### config.mk
export PLATFORM = sky130hd
export DESIGN_NAME = vx_dispatch_arb
export DESIGN_NICKNAME = d
export VERILOG_FILES = /design/src/rtl/VX_gpu_pkg.sv /design/src/rtl/VX_dispatch_arb_buf.sv /design/src/rtl/vx_dispatch_arb.sv
export SDC_FILE = /design/constraint.sdc
export NUM_CORES = 1
export LEC_CHECK = 0
export CAP_MARGIN = 10
export CORE_ASPECT_RATIO = 2
export CORE_MARGIN = 5
export CORE_UTILIZATION = 39
export DETAILED_ROUTE_END_ITERATION = 12
export PLACE_DENSITY = 0.69
export SLEW_MARGIN = 10
export SYNTH_ARGS = -nofsm -noshare
export SYNTH_HDL_FRONTEND = slang
export SYNTH_SLANG_ARGS = --single-unit
### constraint.sdc
create_clock -name clk -period 11.39 [get_ports clk]
set_input_delay 1.7085 -clock clk [delete_from_list [all_inputs] [get_ports clk]]
set_output_delay 1.7085 -clock clk [all_outputs]
set_load 0.05 [all_outputs]
### src/rtl/VX_gpu_pkg.sv
// VX_gpu_pkg
// Shared constants and helpers for the dispatch arbiter slice.
//   ARB_SEL_W(n)  : width of a lane index for n lanes. It is never below 1,
//                   so a single-lane arbiter still has a 1-bit sel_out.
//   PERF_CTR_BITS : width of the optional stall counter. That counter exists
//                   only when DISPATCH_ARB_PERF_EN is defined.
package VX_gpu_pkg;

  localparam int PERF_CTR_BITS = 32;

  function automatic int ARB_SEL_W(input int n);
    return (n > 1) ? $clog2(n) : 1;
  endfunction

endpackage

### src/rtl/VX_dispatch_arb_buf.sv
// VX_dispatch_arb_buf
// Small circular output FIFO for the dispatch arbiter. The full and empty
// flags are registered, so the arbiter's ready_in never sees a combinational
// path from the downstream ready.
// Ports:
//   clk, reset : clock, synchronous active-high reset
//   push       : write data_in (ignored when full)
//   data_in    : entry to store
//   pop        : consume the head entry (ignored when empty)
//   data_out   : head entry
//   empty      : registered "no entries" flag
//   full       : registered "DEPTH entries" flag
module VX_dispatch_arb_buf #(
  parameter int DATAW = 8,
  parameter int DEPTH = 2
) (
  input  logic             clk,
  input  logic             reset,
  input  logic             push,
  input  logic [DATAW-1:0] data_in,
  input  logic             pop,
  output logic [DATAW-1:0] data_out,
  output logic             empty,
  output logic             full
);

  localparam int PTRW = (DEPTH > 1) ? $clog2(DEPTH) : 1;
  localparam int CNTW = $clog2(DEPTH + 1);

  logic [DATAW-1:0] mem [DEPTH];
  logic [PTRW-1:0]  rd_ptr;
  logic [PTRW-1:0]  wr_ptr;
  logic [CNTW-1:0]  count;
  logic [CNTW-1:0]  count_n;
  logic             do_push;
  logic             do_pop;

  assign do_push = push && !full;
  assign do_pop  = pop && !empty;

  // Pointers wrap explicitly, so DEPTH does not have to be a power of two.
  function automatic logic [PTRW-1:0] next_ptr(input logic [PTRW-1:0] p);
    return (int'(p) == DEPTH - 1) ? '0 : p + 1'b1;
  endfunction

  // Compute the occupancy for the next cycle. The flags are registered from
  // this value, so they are valid right after the edge.
  always_comb begin
    count_n = count;
    if (do_push && !do_pop) begin
      count_n = count + 1'b1;
    end else if (!do_push && do_pop) begin
      count_n = count - 1'b1;
    end
  end

  // Storage, pointers and flags. Reset also clears the storage, so the head
  // reads back as zero while the FIFO is empty after reset.
  always_ff @(posedge clk) begin
    if (reset) begin
      rd_ptr <= '0;
      wr_ptr <= '0;
      count  <= '0;
      empty  <= 1'b1;
      full   <= 1'b0;
      for (int i = 0; i < DEPTH; i++) begin
        mem[i] <= '0;
      end
    end else begin
      if (do_push) begin
        mem[wr_ptr] <= data_in;
        wr_ptr      <= next_ptr(wr_ptr);
      end
      if (do_pop) begin
        rd_ptr <= next_ptr(rd_ptr);
      end
      count <= count_n;
      empty <= (count_n == '0);
      full  <= (int'(count_n) == DEPTH);
    end
  end

  assign data_out = mem[rd_ptr];

endmodule

### src/rtl/vx_dispatch_arb.sv
// vx_dispatch_arb
// Shares one functional-unit dispatch port between NUM_INPUTS issue lanes.
// It uses round-robin arbitration with an optional burst lock of up to
// MAX_BURST consecutive grants per lane. A registered 2-entry output buffer
// isolates ready_out from ready_in.
// Optional feature: define DISPATCH_ARB_PERF_EN to add the perf_stalls port.
// Ports:
//   clk, reset  : clock, synchronous active-high reset
//   valid_in    : per-lane request valid
//   data_in     : per-lane payload, lane i at [i*DATAW +: DATAW]
//   ready_in    : per-lane accept, one-hot or zero
//   valid_out   : output beat valid (buffer not empty)
//   data_out    : payload of the buffered head beat
//   sel_out     : lane index that produced data_out
//   ready_out   : downstream accept
//   perf_stalls : cycles with a pending request but no transfer (optional)
module vx_dispatch_arb
  import VX_gpu_pkg::*;
#(
  parameter int NUM_INPUTS = 4,
  parameter int DATAW      = 64,
  parameter int MAX_BURST  = 1,
  parameter int SELW       = ARB_SEL_W(NUM_INPUTS)
) (
  input  logic                        clk,
  input  logic                        reset,
  input  logic [NUM_INPUTS-1:0]       valid_in,
  input  logic [NUM_INPUTS*DATAW-1:0] data_in,
  output logic [NUM_INPUTS-1:0]       ready_in,
  output logic                        valid_out,
  output logic [DATAW-1:0]            data_out,
  output logic [SELW-1:0]             sel_out,
  input  logic                        ready_out
`ifdef DISPATCH_ARB_PERF_EN
  ,
  output logic [PERF_CTR_BITS-1:0]    perf_stalls
`endif
);

  localparam int CNTW = $clog2(MAX_BURST + 1);
  localparam int BUFW = DATAW + SELW;

  logic [SELW-1:0]       ptr;
  logic [SELW-1:0]       owner;
  logic                  locked;
  logic [CNTW-1:0]       burst_cnt;

  logic                  owner_valid;
  logic [NUM_INPUTS-1:0] rotated;
  logic                  rr_found;
  logic [SELW-1:0]       rr_off;
  logic [SELW-1:0]       rr_grant;
  logic                  has_grant;
  logic [SELW-1:0]       grant;
  logic [CNTW-1:0]       eff_cnt;
  logic                  xfer;

  logic                  buf_full;
  logic                  buf_empty;
  logic [BUFW-1:0]       buf_din;
  logic [BUFW-1:0]       buf_dout;

  // A lock only holds while its owner is still requesting. If the owner has
  // dropped, this cycle already falls back to round-robin. The burst count
  // then starts again from zero for whichever lane wins.
  assign owner_valid = locked && valid_in[owner];
  assign eff_cnt     = owner_valid ? burst_cnt : '0;

  // Rotate the request vector so that the lane at ptr becomes bit 0.
  always_comb begin
    rotated = '0;
    for (int k = 0; k < NUM_INPUTS; k++) begin
      rotated[k] = valid_in[(int'(ptr) + k) % NUM_INPUTS];
    end
  end

  // Find the first set bit in the rotated vector. The loop runs downwards,
  // so the lowest offset is the last one written and wins.
  always_comb begin
    rr_found = 1'b0;
    rr_off   = '0;
    for (int k = NUM_INPUTS - 1; k >= 0; k--) begin
      if (rotated[k]) begin
        rr_found = 1'b1;
        rr_off   = SELW'(k);
      end
    end
  end

  assign rr_grant = SELW'((int'(ptr) + int'(rr_off)) % NUM_INPUTS);

  // The lock owner takes precedence. Otherwise the round-robin winner is
  // granted.
  always_comb begin
    has_grant = 1'b0;
    grant     = '0;
    if (owner_valid) begin
      has_grant = 1'b1;
      grant     = owner;
    end else if (rr_found) begin
      has_grant = 1'b1;
      grant     = rr_grant;
    end
  end

  // ready_in depends only on registered state and valid_in, never on
  // ready_out.
  always_comb begin
    ready_in = '0;
    if (has_grant && !buf_full && !reset) begin
      ready_in[grant] = 1'b1;
    end
  end

  assign xfer = |(valid_in & ready_in);

  // Arbitration state. A transfer either extends the current burst or ends
  // it and advances the round-robin pointer past the winner. When the buffer
  // is full, nothing changes.
  always_ff @(posedge clk) begin
    if (reset) begin
      ptr       <= '0;
      owner     <= '0;
      locked    <= 1'b0;
      burst_cnt <= '0;
    end else if (xfer) begin
      if (int'(eff_cnt) + 1 < MAX_BURST) begin
        locked    <= 1'b1;
        owner     <= grant;
        burst_cnt <= eff_cnt + 1'b1;
      end else begin
        locked    <= 1'b0;
        burst_cnt <= '0;
        ptr       <= SELW'((int'(grant) + 1) % NUM_INPUTS);
      end
    end else if (locked && !valid_in[owner] && !buf_full) begin
      locked    <= 1'b0;
      burst_cnt <= '0;
    end
  end

  assign buf_din = {grant, data_in[int'(grant)*DATAW +: DATAW]};

  VX_dispatch_arb_buf #(
    .DATAW (BUFW),
    .DEPTH (2)
  ) out_buf (
    .clk      (clk),
    .reset    (reset),
    .push     (xfer),
    .data_in  (buf_din),
    .pop      (ready_out),
    .data_out (buf_dout),
    .empty    (buf_empty),
    .full     (buf_full)
  );

  assign valid_out          = !buf_empty;
  assign {sel_out, data_out} = buf_dout;

`ifdef DISPATCH_ARB_PERF_EN
  // Count cycles where some lane was waiting but nothing was accepted. The
  // counter wraps naturally at its width.
  always_ff @(posedge clk) begin
    if (reset) begin
      perf_stalls <= '0;
    end else if (|valid_in && !xfer) begin
      perf_stalls <= perf_stalls + 1'b1;
    end
  end
`endif

endmodule

== Word-level counts from Yosys, hierarchy flattened ==
Memories as Yosys holds them, arrays and structs flattened. A register that Yosys moved wholly into a read port is not among the register bits.
Cells that the tools add are included.
W data, S select, Z words.
Storage, ports and cells
  register bits after elaboration: 12
  bits in latches: 0
  RAM bits: 132
  ROM bits: 0
  input port bits: 263
  output and inout port bits: 71
  logic and storage cells: 109
  memories: 1
Memory list
  out_buf.mem: words 2, width 66, rd ports 1, clocked after Yosys merged registers in 1, write ports 2, RTL line VX_dispatch_arb_buf.sv:30  | logic [DATAW-1:0] mem [DEPTH];
Operators by class
  add/sub/neg operators: 11
  multipliers: 0
  div/mod/pow operators: 0
  order comparisons: 8
  equality and inequality tests: 1
  shifts and indexed selects: 1
  mux-type cells: 48
  bitwise logic cells: 5
  reductions and logical operators: 25
Operators with widths (number)
  $shiftx A256 B9 Y64: 1
  $mux W66: 1
  $reduce_or A66 Y1: 1
  $mux W1: 32
  $mux W2: 8
  $lt A3 B4 Y1 const B: 3
  $bmux W1 S2: 5
  $logic_and A1 B1 Y1: 10
  $lt A2 B3 Y1 const B: 3
  $add A2 B1 Y2 const B: 3
  $logic_not A1 Y1: 6
  $reduce_or A2 Y1: 3
  $add A2 B2 Y2 const B: 2
  $and A4 B4 Y4: 1
  $mux W4: 1
  $reduce_and A2 Y1: 2
  $reduce_or A4 Y1: 1
  $add A1 B1 Y1 const B: 3
  $and A1 B1 Y1 const A: 3
  $add A1 B1 Y2 const B: 1
  $add A2 B2 Y2: 1
  $demux W1 S2: 1
  $eq A2 B2 Y1 const B: 1
  $ge A2 B1 Y1 const B: 1
  other kinds (5): 5

== Longest topological paths before layout ==
Gate-level depths: netlist of run 1.
  word-level depth: 26
  mapped depth: 20
  depth with buffers taken out: 17

== Modules after synthesis ==
A second synthesis of run 1 with hierarchy kept.
Second synthesis, totals
  cells, all modules: 1044
  area total of the unflattened synthesis: 10551.4 um^2
Modules (own cells, without submodules)
  VX_dispatch_arb_buf: instances 1, cells each 391, area an instance 6017.0 um^2, seq. area each 4103.9 um^2
  vx_dispatch_arb: instances 1, cells each 653, area an instance 4534.3 um^2, seq. area each 40.0 um^2

== Worst setup path after synthesis of run 1 ==
OpenSTA, ideal clock, no wires.
  path kind: input to register
  start: input valid_in[0]
  end: memory out_buf.mem[0][0] in the netlist's numbering, enable pin
  library setup time: 708 ps
  data arrival time: 5491 ps
  required time: 10682 ps
  slack: 5191 ps
  stages: 14
  buffers on the path: 2
  cells stage by stage: buf_2 > or4_1 > o2111ai_1 > ha_1 > xnor2_1 > o21ai_1 > buf_2 > o21ai_0 > inv_2 > ha_1 > a22o_1 > o211ai_2 > or2_2 > nand2b_1
RTL lines
  start, declared: RTL line vx_dispatch_arb.sv:27  | input logic [NUM_INPUTS-1:0] valid_in,
  end, declared: RTL line VX_dispatch_arb_buf.sv:30

== Final worst setup path of run 1 ==
  start: input valid_in[1]
  end: output ready_in[2]
Between the ends
  cells in the longest elaborated chain, start to end: 15
  elaborated cells on any way between the ends: 35
  classes of those cells: add/sub (1); order compare (2); mux (28); reduce/logical (4)
RTL lines
  $bmux W1 S2: RTL line vx_dispatch_arb.sv:73  | rotated[k] = valid_in[(int'(ptr) + k) % NUM_INPUTS];
  $mux W1 (not written as such) (2 in a row): RTL line vx_dispatch_arb.sv:73
  $mux W2 (4 in a row): RTL line vx_dispatch_arb.sv:83  | if (rotated[k]) begin
  $add A2 B2 Y2: RTL line vx_dispatch_arb.sv:90  | assign rr_grant = SELW'((int'(ptr) + int'(rr_off)) % NUM_INPUTS);
  $mux W2: RTL line vx_dispatch_arb.sv:100  | end else if (rr_found) begin
  $mux W2 (*): RTL line vx_dispatch_arb.sv:97  | if (owner_valid) begin
  named net buf_din[65]: RTL line vx_dispatch_arb.sv:60  | logic [BUFW-1:0] buf_din;
  $lt A2 B3 Y1 (not written as such) / $ge A2 B1 Y1 (equally long branches): RTL line vx_dispatch_arb.sv:111  | ready_in[grant] = 1'b1;
  $logic_and A1 B1 Y1 (not written as such): RTL line vx_dispatch_arb.sv:111
  $mux W1 (not written as such): RTL line vx_dispatch_arb.sv:111
  $demux W1 S2 (*): RTL line vx_dispatch_arb.sv:111
  $mux W4 (*): RTL line vx_dispatch_arb.sv:110  | if (has_grant && !buf_full && !reset) begin
  end, declared: RTL line vx_dispatch_arb.sv:29  | output logic [NUM_INPUTS-1:0] ready_in,
The timed path passes the listed nets; every way through them passes the cells marked *. The select of a mux whose other input is x is not followed.

==> flow_summary_export.csv, run 1 <==
group,metric,value,unit
sta,hold_ws,0.521,ns
critical_path,worstPathMaxFanout,24,
clock_network,cts_max_level,4,
drt,first_pass_iters,7,
sta,worstMarginPinSlew,1.04,ns
clock_network,cts_setup_buffers,0,
clock_network,cts_tree,"built",
synthesis,yosysUniqueCellTypes,46,
status,outcome,"complete, no violations",
sta,setup_viol,0,
synthesis,ys_seq_area_frac,0.392,
grt,grt_max_degree,70,
grt,grt_use_met2,0.457,
synthesis,postSynthAreaPerCell,8.61,um2
synthesis,synth_ff_type,"edfxtp_1",
critical_path,crit_buf_inv,2,
grt,grt-busiest-layer,"met2",
clock_network,clk-insertion-delay-late,0.42,ns
critical_path,critPathLaunchType,"input pin",
power,internal-power,2.11,mW
clock_network,cts_sinks,141,
place,place_area,14100,um2
critical_path,worst-setup-path-type,"input pin to output pin",
floorplanning,rows,85,
critical_path,slowest_delay,0.81,ns
floorplanning,start_util,0.393,
critical_path,crit_path_cell_trace,"clkdlybuf4s50_1 -> and2b_1 -> a22oi_1 -> o2111ai_1 -> ha_1 -> xnor2_1 -> o21ai_4 -> o21ai_0 -> ha_1 -> and3_1 -> clkdlybuf4s50_1",
place,gp_congestion,0.881,
clock_network,cts.hold.buffers_added,0,
sta,slew_violations,0,
synthesis,synth_area,10600,um2
grt,grt_overflow_total,0,
sta,max_slew_margin,0.305,
power,netSwitchingFraction,0.516,
synthesis,synthArstFlopShare,0,
clock_network,numCtsBuffers,17,
drt,wire_per_inst,21.4,um
floorplanning,fp.dieH,243,um
sta,fin_crit_sh,0.694,
synthesis,yosysWarnings,0,
clock_network,clockBufferDepth,2,
power,power_density,297,nW/um2
drt,viasPerCell,5.60,
final_layout,area_growth_syn_to_layout,38.3,%
final_layout,fillers,2425,
power,pwr-share-seq,0.196,
grt,antenna_found_initial,6,
power,ir_worst_vdd,0.227,mV
sta,hold_viol_final,0,
critical_path,timing.critical_path.max_delay_family,"buffers and inverters",
final_layout,multiInputGateArea,6040,um2
clock_network,cts_root_buf,"clkbuf_16",
drt,dr.first_iter.drc_count,736,
power,switchingPower,2.25,mW
final_layout,final_area,14600,um2
synthesis,synthCells,1228,
grt,met3_usage,0.0431,
sta,worst_slack,3.49,ns
floorplanning,die-area,30700,um2
floorplanning,die_w,126,um
drt,vias,10400,
grt,grt_pass1_wl,61200,um
critical_path,endpoint_kind,"output pin",
place,pre_cts_ws,3.41,ns
critical_path,critPathSlowestCell,"clkdlybuf4s50_1",
final_layout,layout-drive-gt1-share,0.122,
grt,gr-usage-met1,0.266,
grt,track_usage,0.255,
sta,period_minus_slack,7.90,ns
power,p_leak,5.86,nW
clock_network,path_clk_slew,0.06,ns
floorplanning,core_area,26900,um2
sta,clock_skew,0.00970,ns
final_layout,fin_nets,1764,
grt,grt_pass1_vias,11000,
place,hpwl,27500,um
power,clkPwrFrac,0.121,
min_path,hold_class,"flop to flop",
synthesis,syn_nets,1496,
clock_network,post_cts_resized,0,
place,io_buffer_count,333,
final_layout,seq_area,4150,um2
synthesis,synth-edff-count,132,
power,p_comb_frac,0.682,
job,max_cap_viol_count,0,
synthesis,synth-seq-cells,141,
sta,rsz0062_at_grt,"no",
drt,wirelength,39900,um
floorplanning,pin_count,334,
critical_path,cp.required,9.68,ns
sta,max_freq,0.127,GHz
sta,setup_tns,0,ns
drt,drc_errors,0,
drt,ant_nets,0,
critical_path,arrival,6.20,ns
==> synth_stat cells, drive strengths merged, types with 4 or more instances <==
library cell / instances / area, um2
nand3: 65 / 330
a2bb2oi: 64 / 561
xnor2: 4 / 35.0
mux2: 68 / 766
ha: 5 / 62.6
buf: 43 / 255
nand2: 456 / 1710
o21ai: 6 / 30.0
inv: 4 / 15.0
o221ai: 64 / 936
mux2i: 66 / 661
edfxtp: 132 / 3960
dfxtp: 9 / 180
nor2: 151 / 572
and3: 5 / 31.3
clkbuf: 53 / 199
==> sequential cells by signal (all words and copies together), names as in the netlist, named ones only <==
name / flops
out_buf.wr_ptr: 1
out_buf.rd_ptr: 1
out_buf.full: 1
out_buf.empty: 1
out_buf.count: 2
ptr: 2
out_buf.mem: 132
==> worst paths after layout <==
check | end | slack (ns) | startpoint | cells after the start
min reg2reg | flop | 0.52 | out_buf.rd_ptr | 2
max | ready_in[2] | 3.49 | valid_in[1] | 11
min | flop | 0.52 | out_buf.rd_ptr | 2
max reg2reg | out_buf.mem[1][39] | 5.47 | ptr[0] | 15
==> power groups by stage <==
stage | sequential (mW) | clock (mW) | combinational (mW)
after floorplan | 0.821 | 0 | 2.12
after global placement | 0.856 | 0 | 2.93
after detailed placement | 0.866 | 0 | 2.97
after CTS | 0.856 | 0.534 | 2.98
after global routing | 0.873 | 0.560 | 3.18
final | 0.854 | 0.529 | 2.97
==> worst register-to-register path: stages (launching register included) <==
cell and delay, ns:
dfxtp_1 0.59, nor2_1 0.10, nand2_1 0.08, o21ai_0 0.08
nand2_1 0.09, o2111ai_1 0.12, ha_1 0.22, xnor2_1 0.80
o21ai_4 0.51, o21ai_0 0.38, ha_1 0.25, a22o_1 0.16
o211ai_2 0.32, nor2_4 0.21, buf_4 0.64, or2_4 0.94
==> per-layer routing <==
layer	routed length [um]	up-vias	share of wire
met5	0	-	0
met4	2900	0	0.073
met3	2250	127	0.056
met2	21100	476	0.53
met1	13700	4955	0.34
li1	-	4866	-
==> per-stage QoR <==
step	instances	power, mW	utilization
floorplan	1228	2.94	-
global placement	1825	3.79	0.523
detailed placement	1825	3.83	0.523
CTS	1856	4.37	0.543
global route	1862	4.61	0.544
finish	1862	4.35	0.544
==> cell usage in the layout, fill, tap and decap left out, types with 6 or more instances in the layout <==
| cell | instances |
|---|---|
| nand2_1 | 456 |
| clkdlybuf4s50_1 | 333 |
| nor2_1 | 146 |
| edfxtp_1 | 132 |
| mux2_2 | 67 |
| mux2i_1 | 66 |
| nand3_1 | 64 |
| a2bb2oi_1 | 64 |
| o221ai_2 | 60 |
| clkbuf_16 | 17 |
| buf_4 | 12 |
| dfxtp_1 | 8 |
| diode_2 | 6 |
==> layout make-up <==
cell class                      count  share of cell area
Multi-Input combinational cell    987               0.413
Sequential cell                   141               0.283
Timing Repair Buffer              345               0.234
Clock buffer                       20              0.0298
Tap cell                          348              0.0298
Clock inverter                     11             0.00829
Inverter                            4             0.00103
Antenna cell                        6             0.00103
==> cells by family after synthesis <==
family          after synthesis  share of synthesized area
simple gates                692                      0.261
compound gates              151                      0.158
flops                       141                      0.392
mux                         134                      0.135
buf+inv                     100                     0.0444
xor+xnor                      5                    0.00414
fa+ha+maj                     5                    0.00591
Power figures use the tool's default switching activity.
==> run 2: changes to the inputs <==
- PLACE_DENSITY: 0.69 -> 0.72
- clock period: 11.39 -> 6.8 ns (I/O delays scaled with it)
==> flow_summary_export.csv, run 2 (synthesis results as in run 1) <==
group,metric,value,unit
status,outcome,"complete, no violations",
critical_path,arrival,4.93,ns
critical_path,cp.required,5.78,ns
power,p_leak,5.92,nW
sta,worst_slack,0.847,ns
clock_network,cts_setup_buffers,0,
drt,viasPerCell,5.61,
floorplanning,fp.dieH,243,um
critical_path,critPathLaunchType,"input pin",
clock_network,clk-insertion-delay-late,0.42,ns
place,hpwl,26400,um
drt,vias,10500,
final_layout,top_register,"out_buf.mem",
job,max_cap_viol_count,0,
final_layout,mostFrequentLayoutCell,"nand2_1",
critical_path,ff2ff_path_depth,16,
critical_path,worstPathMaxFanout,13,
grt,track_usage,0.245,
drt,ant_nets,0,
clock_network,numCtsBuffers,17,
clock_network,cts_max_level,4,
grt,grt_pass1_wl,58500,um
sta,max_slew_margin,0.283,
clock_network,cts_tree,"built",
final_layout,fin_nets,1769,
critical_path,endpoint_kind,"output pin",
sta,worstMarginPinSlew,1.08,ns
clock_network,post_cts_resized,0,
drt,first_pass_iters,6,
clock_network,cts_root_buf,"clkbuf_16",
drt,drc_errors,0,
sta,max_freq,0.168,GHz
critical_path,rrSetupSlack,2.11,ns
sta,slew_violations,0,
drt,wire_per_inst,21.0,um
final_layout,largest_registers,"out_buf.mem x132, out_buf.count x2, ptr x2",
place,io_buffer_count,333,
clock_network,path_clk_slew,0.06,ns
power,ir_worst_vdd,0.477,mV
critical_path,crit_path_start,"valid_in[1]",
final_layout,final_cell_mix,"nand2_1 (456), clkdlybuf4s50_1 (333), nor2_1 (146)",
min_path,holdPathStages,2,
drt,wirelength,39200,um
floorplanning,die_w,126,um
sta,setup_viol,0,
final_layout,fillers,2438,
final_layout,final_area,14800,um2
sta,rsz0062_at_grt,"no",
critical_path,worst-setup-path-type,"input pin to output pin",
floorplanning,die-area,30700,um2
floorplanning,rows,85,
grt,grt_pass1_vias,10400,
min_path,min_from,"out_buf.rd_ptr",
floorplanning,pin_count,334,
floorplanning,start_util,0.393,
critical_path,timing.rr.start,"ptr[0]",
critical_path,crit-reg2reg-capture,"out_buf.mem[0][0]",
final_layout,largest_reg_flops,132,
clock_network,cts_sinks,141,
place,pre_cts_ws,0.825,ns
place,gp_congestion,0.878,
sta,clock_skew,0.0123,ns
sta,period_minus_slack,5.95,ns
final_layout,layout-drive-gt1-share,0.126,
drt,dr.first_iter.drc_count,837,
power,power_density,501,nW/um2
place,place_area,14100,um2
grt,grt_max_degree,70,
sta,setup_tns,0,ns
grt,grt_overflow_total,0,
min_path,hold_class,"flop to flop",
sta,fin_crit_sh,0.875,
final_layout,post-route-util,0.549,
clock_network,cts.hold.buffers_added,0,
grt,antenna_found_initial,12,
sta,hold_ws,0.512,ns
final_layout,area_growth_syn_to_layout,39.6,%
sta,hold_viol_final,0,
floorplanning,core_area,26900,um2
clock_network,clockBufferDepth,2,
## run 2: cell types whose count changed in the layout (fill, tap and decap cells not counted)
cell / previous run / this run
buf_4: 12 / 15
clkinvlp_4: 1 / 2
clkinv_1: 1 / 0
diode_2: 6 / 10
clkinv_4: 4 / 2
bufinv_16: 2 / 4
clkbuf_8: 0 / 1
buf_12: 0 / 2
## run 2: critical path, stage by stage
cell	delay, ns
clkdlybuf4s50_1	0.78
and2b_1	0.26
a22oi_1	0.15
o2111ai_1	0.14
ha_1	0.22
xnor2_1	0.51
o21ai_4	0.33
o21ai_0	0.30
inv_2	0.12
ha_1	0.24
and3_1	0.15
clkdlybuf4s50_1	0.70
## run 2: report_power, final
part | internal, mW | switching (mW)
logic | 1.72 | 3.27
clock network | 0.623 | 0.361
registers | 1.31 | 0.120
total | 3.65 | 3.75
## run 2: worst max-delay path by stage
stage | depth (start not counted) | endpoint
global placement | 11 | ready_in[1]
CTS | 12 | ready_in[0]
floorplan | 14 | out_buf.mem[0][0]
global route | 12 | ready_in[0]
detailed placement | 15 | out_buf.mem[0][39]
finish | 12 | ready_in[0]
## run 2: through the flow
step | std cells | total power, mW
after floorplan | 1228 | 4.93
after global placement | 1830 | 6.35
after detailed placement | 1830 | 6.43
after CTS | 1862 | 7.43
after global routing | 1872 | 7.82
final | 1872 | 7.40
## run 2: final cells by class
class,count,area (um2),area share
Antenna cell,10,25.0,0.00169
Timing Repair Buffer,350,3490,0.236
Multi-Input combinational cell,987,6040,0.409
Clock buffer,21,450,0.0305
Tap cell,348,435,0.0295
Clock inverter,11,168,0.0114
Inverter,4,15.0,0.00102
Sequential cell,141,4150,0.281
## run 2: layer usage
metal | global-route usage | vias to the layer above | wire length [um]
li1 | - | 4888 | -
met1 | 0.261 | 4964 | 13400
met2 | 0.440 | 514 | 20800
met3 | 0.0403 | 132 | 2500
met4 | 0.156 | 6 | 2480
met5 | 0 | - | 53
==> run 3: changes to the inputs <==
- GPL_TIMING_DRIVEN: not set -> 0
==> flow_summary_export.csv, run 3 (synthesis results as in run 1) <==
group,metric,value,unit
place,hpwl,31600,um
power,netSwitchingFraction,0.514,
power,power_density,507,nW/um2
final_layout,top_register,"out_buf.mem",
power,switchingPower,3.91,mW
clock_network,cts.hold.buffers_added,0,
drt,wire_per_inst,21.7,um
status,outcome,"complete, no violations",
final_layout,final_area,15000,um2
critical_path,crit_path_cell_trace,"clkdlybuf4s50_1 -> buf_2 -> nor2_1 -> nand2_1 -> o21ai_0 -> nand2_1 -> o2111ai_1 -> ha_1 -> xnor2_1 -> o21ai_1 -> buf_2 -> o21ai_0 -> ha_1 -> and3_1 -> clkdlybuf4s50_1",
grt,grt_pass1_wl,63500,um
final_layout,fin_nets,1849,
sta,max_freq,0.169,GHz
sta,fin_crit_sh,0.870,
critical_path,timing.critical_path.max_delay_family,"buffers and inverters",
sta,hold_viol_final,0,
grt,grt_overflow_total,0,
sta,period_minus_slack,5.92,ns
sta,max_slew_margin,0.199,
drt,viasPerCell,5.62,
clock_network,cts_sinks,141,
critical_path,worst-setup-path-type,"input pin to output pin",
clock_network,cts_setup_buffers,0,
clock_network,cts_root_buf,"clkbuf_16",
power,clkPwrFrac,0.127,
grt,grt_max_degree,43,
floorplanning,die_w,126,um
floorplanning,die-area,30700,um2
drt,first_pass_iters,7,
final_layout,largest_reg_flops,132,
sta,setup_tns,0,ns
critical_path,worstPathMaxFanout,10,
clock_network,post_cts_resized,0,
critical_path,slowest_delay,0.81,ns
floorplanning,fp.dieH,243,um
power,internal-power,3.70,mW
sta,worstMarginPinSlew,1.20,ns
power,ir_worst_vdd,0.300,mV
floorplanning,pin_count,334,
final_layout,largest_registers,"out_buf.mem x132, out_buf.count x2, ptr x2",
sta,rsz0062_at_grt,"no",
grt,antenna_found_initial,7,
floorplanning,start_util,0.393,
sta,slew_violations,0,
clock_network,numCtsBuffers,17,
clock_network,clk-insertion-delay-late,0.43,ns
min_path,hold_class,"flop to flop",
power,p_comb_frac,0.692,
place,io_buffer_count,332,
power,p_leak,6.05,nW
critical_path,crit_buf_inv,4,
place,place_area,14400,um2
floorplanning,core_area,26900,um2
drt,dr.first_iter.drc_count,732,
final_layout,area_growth_syn_to_layout,41.9,%
drt,wirelength,42200,um
place,gp_congestion,0.886,
sta,hold_ws,0.498,ns
final_layout,mostFrequentLayoutCell,"nand2_1",
job,max_cap_viol_count,0,
critical_path,arrival,4.90,ns
final_layout,layout-drive-gt1-share,0.132,
final_layout,post-route-util,0.558,
drt,drc_errors,0,
floorplanning,rows,85,
sta,clock_skew,0.0103,ns
grt,grt_pass1_vias,11500,
critical_path,critPathLaunchType,"input pin",
clock_network,path_clk_slew,0.06,ns
sta,setup_viol,0,
power,pwr-share-seq,0.180,
clock_network,cts_max_level,4,
clock_network,clockBufferDepth,2,
final_layout,final_cell_mix,"nand2_1 (456), clkdlybuf4s50_1 (332), nor2_1 (149)",
clock_network,cts_tree,"built",
critical_path,endpoint_kind,"output pin",
drt,ant_nets,0,
critical_path,cp.required,5.78,ns
grt,track_usage,0.267,
critical_path,critPathSlowestCell,"clkdlybuf4s50_1",
final_layout,fillers,2426,
drt,vias,10900,
## run 3: stage by stage
| stage | std cells | total power [mW] | worst slack, ns |
|---|---|---|---|
| 2_1_floorplan | 1228 | 4.93 | 1.29 |
| 3_3_place_gp | 1908 | 6.53 | -0.883 |
| 3_5_place_dp | 1910 | 6.63 | 0.612 |
| 4_1_cts | 1942 | 7.60 | 0.956 |
| 5_1_grt | 1946 | 8.01 | 0.724 |
| 6_report | 1946 | 7.61 | 0.881 |
## run 3: cell type report
type	instances	area, um2	area share
multi-input cells	987	5980	0.398
flip-flops and latches	141	4140	0.276
repair buffers	334	3380	0.225
plain buffers	96	454	0.0303
well taps	348	435	0.0290
clock buffers	17	425	0.0283
clock inverters	15	171	0.0114
inverters	4	15.0	0.00100
diodes	4	10.0	0.000667
## run 3: worst paths after layout
path	endpoint	depth (start not counted)	start	slack, ns
setup / recovery	ready_in[2]	15	valid_in[2]	0.88
hold reg to reg	out_buf.wr_ptr	1	out_buf.wr_ptr	0.50
hold / removal	out_buf.wr_ptr	1	out_buf.wr_ptr	0.50
setup reg to reg	out_buf.mem[1][11]	18	ptr[0]	1.70
## run 3: power groups by stage
stage                     clock network, mW  logic [mW]  registers [mW]
after floorplan                           0        3.56            1.37
after global placement                    0        5.14            1.39
after detailed placement                  0        5.23            1.39
after CTS                             0.970        5.25            1.38
after global routing                   1.01        5.60            1.40
final                                 0.969        5.27            1.37
## run 3: metal layers
layer / up-vias / global-route usage / share of wire
met3: 160 / 0.0469 / 0.062
met2: 570 / 0.489 / 0.53
met5: - / 0 / 0.0014
met1: 5158 / 0.271 / 0.34
met4: 6 / 0.175 / 0.067
li1: 5051 / - / -
